==> src/rtl/pong_ball_engine.sv <==
// pong_ball_engine: ball motion, paddle bounce, scoring and serve/pause/game-over sequencing for one pong table.
module pong_ball_engine #(
  parameter int H_ACTIVE = 640,
  parameter int V_ACTIVE = 480,
  parameter int BALL_SZ  = 8,
  parameter int PAD_W    = 8,
  parameter int PAD_H    = 64,
  parameter int PAD_XL   = 16,
  parameter int PAD_XR   = 616,
  parameter int SPEED    = 2,
  parameter int PAUSE_FR = 60,
  parameter int WIN      = 9
) (
  input  logic       clk,
  input  logic       rst_n,
  input  logic       frame_tick,
  input  logic       serve,
  input  logic [9:0] pad_l_y,
  input  logic [9:0] pad_r_y,
  output logic [9:0] ball_x,
  output logic [9:0] ball_y,
  output logic [3:0] score_l,
  output logic [3:0] score_r,
  output logic       hit,
  output logic       point,
  output logic       game_over
);
  localparam logic [10:0] SZ = 11'(BALL_SZ);
  localparam logic [10:0] SP = 11'(SPEED);
  localparam logic [10:0] PH = 11'(PAD_H);
  localparam logic [10:0] XL = 11'(PAD_XL + PAD_W);
  localparam logic [10:0] XR = 11'(PAD_XR - BALL_SZ);
  localparam logic [10:0] XM = 11'(H_ACTIVE - BALL_SZ - SPEED);
  localparam logic [10:0] YM = 11'(V_ACTIVE - BALL_SZ);
  localparam logic [10:0] CX = 11'((H_ACTIVE - BALL_SZ) / 2);
  localparam logic [10:0] CY = 11'((V_ACTIVE - BALL_SZ) / 2);
  localparam logic [3:0]  W  = 4'(WIN);
  localparam logic [5:0]  PF = 6'(PAUSE_FR - 1);
  typedef enum logic [1:0] {IDLE, PLAY, PAUSE, OVER} state_t;
  state_t state, state_nxt;
  logic [10:0] bx, by, pl, pr, x_mv, y_mv, x_nxt, y_nxt;
  logic dir_x, dir_y, dx_mv, dy_mv, dx_nxt, dy_nxt;
  logic ov_l, ov_r, hit_l, hit_r, miss_l, miss_r, win, hit_nxt, point_nxt;
  logic [3:0] sl_nxt, sr_nxt;
  logic [5:0] cnt, cnt_nxt;
  assign bx = {1'b0, ball_x};
  assign by = {1'b0, ball_y};
  assign pl = {1'b0, pad_l_y};
  assign pr = {1'b0, pad_r_y};
  assign ov_l = (by + SZ > pl) && (by < pl + PH);
  assign ov_r = (by + SZ > pr) && (by < pr + PH);
  // dir_x: 1 = right, dir_y: 1 = down
  assign hit_l  = !dir_x && bx >= XL && bx - SP <= XL && ov_l;
  assign hit_r  = dir_x && bx <= XR && bx + SP >= XR && ov_r;
  assign miss_l = !dir_x && bx <= SP && !hit_l;
  assign miss_r = dir_x && bx >= XM && !hit_r;
  assign win    = score_l == W || score_r == W;
  assign y_mv  = dir_y ? (by >= YM - SP ? YM : by + SP) : (by <= SP ? 11'd0 : by - SP);
  assign dy_mv = dir_y ? (by < YM - SP) : (by <= SP);
  assign x_mv  = hit_l ? XL : hit_r ? XR : dir_x ? bx + SP : bx - SP;
  assign dx_mv = hit_l ? 1'b1 : hit_r ? 1'b0 : dir_x;
  always_comb begin
    state_nxt = state;
    x_nxt     = bx;
    y_nxt     = by;
    dx_nxt    = dir_x;
    dy_nxt    = dir_y;
    sl_nxt    = score_l;
    sr_nxt    = score_r;
    cnt_nxt   = cnt;
    hit_nxt   = 1'b0;
    point_nxt = 1'b0;
    case (state)
      IDLE: begin
        x_nxt     = CX;
        y_nxt     = CY;
        state_nxt = serve ? PLAY : IDLE;
      end
      PLAY: if (frame_tick) begin
        x_nxt   = x_mv;
        y_nxt   = y_mv;
        dx_nxt  = dx_mv;
        dy_nxt  = dy_mv;
        hit_nxt = hit_l | hit_r;
        // the ball keeps heading toward whoever conceded, so the next serve goes their way
        if (miss_l | miss_r) begin
          x_nxt     = CX;
          y_nxt     = CY;
          dx_nxt    = miss_r;
          point_nxt = 1'b1;
          cnt_nxt   = '0;
          state_nxt = PAUSE;
          sl_nxt    = miss_r && score_l != W ? score_l + 4'd1 : score_l;
          sr_nxt    = miss_l && score_r != W ? score_r + 4'd1 : score_r;
        end
      end
      PAUSE: if (frame_tick) begin
        cnt_nxt   = cnt == PF ? 6'd0 : cnt + 6'd1;
        state_nxt = cnt != PF ? PAUSE : win ? OVER : PLAY;
      end
      OVER: begin
        x_nxt = CX;
        y_nxt = CY;
        if (serve) begin
          state_nxt = PLAY;
          sl_nxt    = '0;
          sr_nxt    = '0;
          dx_nxt    = 1'b1;
          dy_nxt    = 1'b1;
        end
      end
      default: state_nxt = IDLE;
    endcase
  end
  always_ff @(posedge clk or negedge rst_n) begin
    if (!rst_n) begin
      state     <= IDLE;
      ball_x    <= CX[9:0];
      ball_y    <= CY[9:0];
      dir_x     <= 1'b1;
      dir_y     <= 1'b1;
      score_l   <= '0;
      score_r   <= '0;
      cnt       <= '0;
      hit       <= 1'b0;
      point     <= 1'b0;
      game_over <= 1'b0;
    end else begin
      state     <= state_nxt;
      ball_x    <= x_nxt[9:0];
      ball_y    <= y_nxt[9:0];
      dir_x     <= dx_nxt;
      dir_y     <= dy_nxt;
      score_l   <= sl_nxt;
      score_r   <= sr_nxt;
      cnt       <= cnt_nxt;
      hit       <= hit_nxt;
      point     <= point_nxt;
      game_over <= state_nxt == OVER;
    end
  end
endmodule
==> config.mk <==
export PLATFORM = sky130hd
export DESIGN_NAME = pong_ball_engine
export DESIGN_NICKNAME = d
export VERILOG_FILES = /design/src/rtl/pong_ball_engine.sv
export SDC_FILE = /design/constraint.sdc
export NUM_CORES = 1
export LEC_CHECK = 0
export CORE_MARGIN = 2
export CORE_UTILIZATION = 35
export DETAILED_ROUTE_END_ITERATION = 16
export PLACE_DENSITY = 0.6
export SYNTH_ARGS = -nofsm -noshare
export SYNTH_HDL_FRONTEND = slang
export SYNTH_SLANG_ARGS = --single-unit
==> constraint.sdc <==
create_clock -name clk -period 8.4 [get_ports clk]
set_clock_uncertainty 0.15 [all_clocks]
set_input_delay 1.68 -clock clk [delete_from_list [all_inputs] [get_ports clk]]
set_output_delay 1.68 -clock clk [all_outputs]
set_load 0.01 [all_outputs]
==> impl_metrics.toml <==
[run_status]
status = "finished clean"

[timing]
fin_crit_ns = 4.88
relSlewSlack_pct = 29.2
setup_viol = 0
setup_tns_ns = 0
finalHoldViolations = 0
fmax_ghz = 0.205
tightest_slew_ns = 1.05
grt_setup_unrepaired = "false"
fin_crit_sh_pct = 58.2
fin_ws_ns = 3.52
slew_violations = 0
hold_ws_ns = 0.380

[finish]
drive_above_1_share_pct = 6.40
num_antenna_cells = 0
fin_area_um2 = 4680
fillers = 1125
syn_to_final_growth_pct = 18.2
final_nets = 606
stdcell_count = 671

[global_routing]
grt_pass1_vias = 3486
antenna_found_initial = 0
grt_max_degree = 40
grt_overflow_total = 0
track_usage_pct = 17.6
grt_pass1_wl_um = 17200

[die]
start_util_pct = 36.2
dieArea_um2 = 12200
die_h_um = 110
fp.dieW_um = 110
core_um2 = 10900
ios = 55
rows = 38

[clock_tree]
cts_tree = "yes"
clk_latency_ns = 0.28
htree_levels = 2
cts_resized = 0
post-cts-setup-buffers = 0
cts_buffers = 5
cts_hold_buf = 0
clock_tree.buffer_depth = 2
clock-sinks = 39
cts-root-buf = "clkbuf_16"
clkTransAtPathRegs_ns = 0.06

[logic_synthesis]
synth_compound_area_share_pct = 23.5
synth_warnings = 0
ys_ff_latch = 39
synth-xor-area-share_pct = 2.43
syn_inst = 496
synth_cell_types = 73
synthAdderAreaFrac_pct = 16.4
muxShareOfSynthArea_pct = 1.61
syn-mean-instance-area_um2 = 7.99
synth_top_family_by_area = "simple AND/OR/NAND/NOR gates"
seq_area_frac_synth_pct = 25.0
synth-simple-area-share_pct = 24.5
async_flop_share_pct = 100
synth-edff-count = 0
synth_area_um2 = 3960
ys.flop_type = "dfrtp_1"

[detailed_routing]
via_count = 3795
drt-pass1-iter-count = 5
viasPerCell = 5.66
routed_wl_um = 10600
drtIter0Drc = 277
ant_nets = 0
drc = 0
wl_per_cell_um = 15.8

[placed_design]
dp_hpwl_um = 7740
port_buffers = 52
gp_congestion = 0.852
dp.cells = 663
dpl-instance-area_um2 = 4530
pre_cts_ws_ns = 3.23

[pwr]
combPwrFrac_pct = 48.4
vdd_drop_max_uv = 96.3
p_sw_share_pct = 43.3
internal_power_mw = 0.551
p_leak_nw = 2.01
p_clk_share_pct = 19.4
power_density_nw_per_um2 = 207
p_seq_share_pct = 32.3
p_switching_mw = 0.420

[critical_path]
critPathMaxFanout = 11
r2r-start = "ball_y[3]"
cp-start-kind = "primary input"
end_kind = "flop"
worstPathRequired_ns = 8.41
crit_start = "pad_l_y[8]"
crit_arrival_ns = 4.90
crit_type = "in -> reg"

[min_path]
min_from = "cnt[3]"
hold_path.class = "reg -> reg"

[job]
cap_violations = 0
[cell families after synthesis]
kind of cell | Yosys count
XOR/XNOR | 11
AND/OR/NAND/NOR | 189
multiplexers | 6
adder cells (fa/ha/maj) | 52
other | 1
buffers and inverters | 61
AO/OA/AOI/OAI | 137
flip-flops | 39
[power by group through the flow]
stage / Sequential [mW] / Combinational [mW] / Clock (mW)
after floorplan: 0.268 / 0.360 / 0
after global placement: 0.315 / 0.458 / 0
after detailed placement: 0.317 / 0.467 / 0
after CTS: 0.314 / 0.471 / 0.193
after global routing: 0.321 / 0.532 / 0.204
final: 0.313 / 0.470 / 0.188
[critical path, stage by stage]
cell and delay (ns):
clkdlybuf4s50_1 0.57, nand3_1 0.12, xnor2_1 0.14, ha_1 0.31, a21oi_1 0.18, a32oi_1 0.12, a2111oi_2 0.23, o2111ai_1 0.19
nor4_2 0.94, nor3_2 0.10, a211o_1 0.30
[final cells by class]
cell class | count | area, um^2 | area share [%]
inverter | 35 | 131 | 2.81
sequential | 39 | 991 | 21.2
clock buffer | 7 | 143 | 3.05
tap | 140 | 175 | 3.74
multi-input combinational | 397 | 2720 | 58.1
clock inverter | 1 | 5.00 | 0.107
timing repair buffer | 52 | 515 | 11.0
[through the flow]
stage                     power (mW)  util (%)
after floorplan                0.628         -
after global routing            1.06      42.8
after detailed placement       0.784      41.5
after global placement         0.773      41.5
after CTS                      0.978      42.8
final                          0.971      42.8
[path summary, 6_finish.rpt]
kind | end | slack (ns) | cells past startpoint
max | ball_x[9] | 3.52 | 11
min reg2reg | cnt[3] | 0.38 | 1
min in group asynchronous | state[1] | 1.37 | 1
max in group asynchronous | ball_x[6] | 6.17 | 1
max reg2reg | ball_x[9] | 4.57 | 12
min | cnt[3] | 0.38 | 1
[per-layer routing]
| layer | global-route usage, % | wire [um] | vias up |
|---|---|---|---|
| li1 | - | - | 1893 |
| met4 | 3.21 | 106 | 0 |
| met2 | 29.8 | 4930 | 84 |
| met1 | 24.4 | 5090 | 1808 |
| met3 | 2.00 | 462 | 10 |
| met5 | 0 | 0 | - |
[cells in the mapped netlist, drive strengths merged, types with 3 or more instances]
cell type   n  area [um^2]
nor3b       3         22.5
dfstp      12          315
buf         8         55.1
mux2        3         33.8
or3         5         31.3
xnor2       8         70.1
o31a        5         43.8
ha         52          651
nor4        6         43.8
nor2       36          135
o21ai      39          195
and2        5         31.3
nand4       9         56.3
mux2i       3         30.0
a2111oi     4         47.6
or4         4         37.5
o21a        4         30.0
and3        5         31.3
o211ai      4         30.0
a21oi      24          120
o31ai       9         67.6
clkbuf     18         67.6
nand3      24          120
a22oi       4         30.0
a31oi       4         25.0
xor2        3         26.3
a211oi      7         52.6
a21o        4         30.0
nand2b      4         25.0
nand2      50          188
nor3       18          100
inv        35          131
dfrtp      27          676
and4        3         26.3
nor2b       8         50.1
a211o       4         35.0
[flip-flops by register name, indices dropped and copies added, names as in the netlist]
| register | cells |
|---|---|
| ball_x | 9 |
| score_r | 4 |
| cnt | 6 |
| score_l | 4 |
| ball_y | 9 |
| hit | 1 |
| game_over | 1 |
| point | 1 |
| dir_y | 1 |
| dir_x | 1 |
| state | 2 |
[placed cells by master (no fill, tap or decap), types with 4 or more instances in the layout]
master,count
a211o_1,4
a211oi_1,7
a21o_1,4
a21oi_1,24
a22oi_1,4
a31oi_1,4
and2_1,4
and3_1,5
clkbuf_16,5
clkdlybuf4s50_1,51
dfrtp_1,27
dfstp_2,12
ha_1,52
inv_1,35
nand2_1,50
nand2b_1,4
nand3_1,24
nand4_1,9
nor2_1,36
nor2b_1,8
nor3_1,16
nor4_1,5
o211ai_1,4
o21a_1,4
o21ai_0,38
o31a_1,5
o31ai_1,9
or3_1,5
xnor2_1,8
Power figures use the tool's default switching activity.
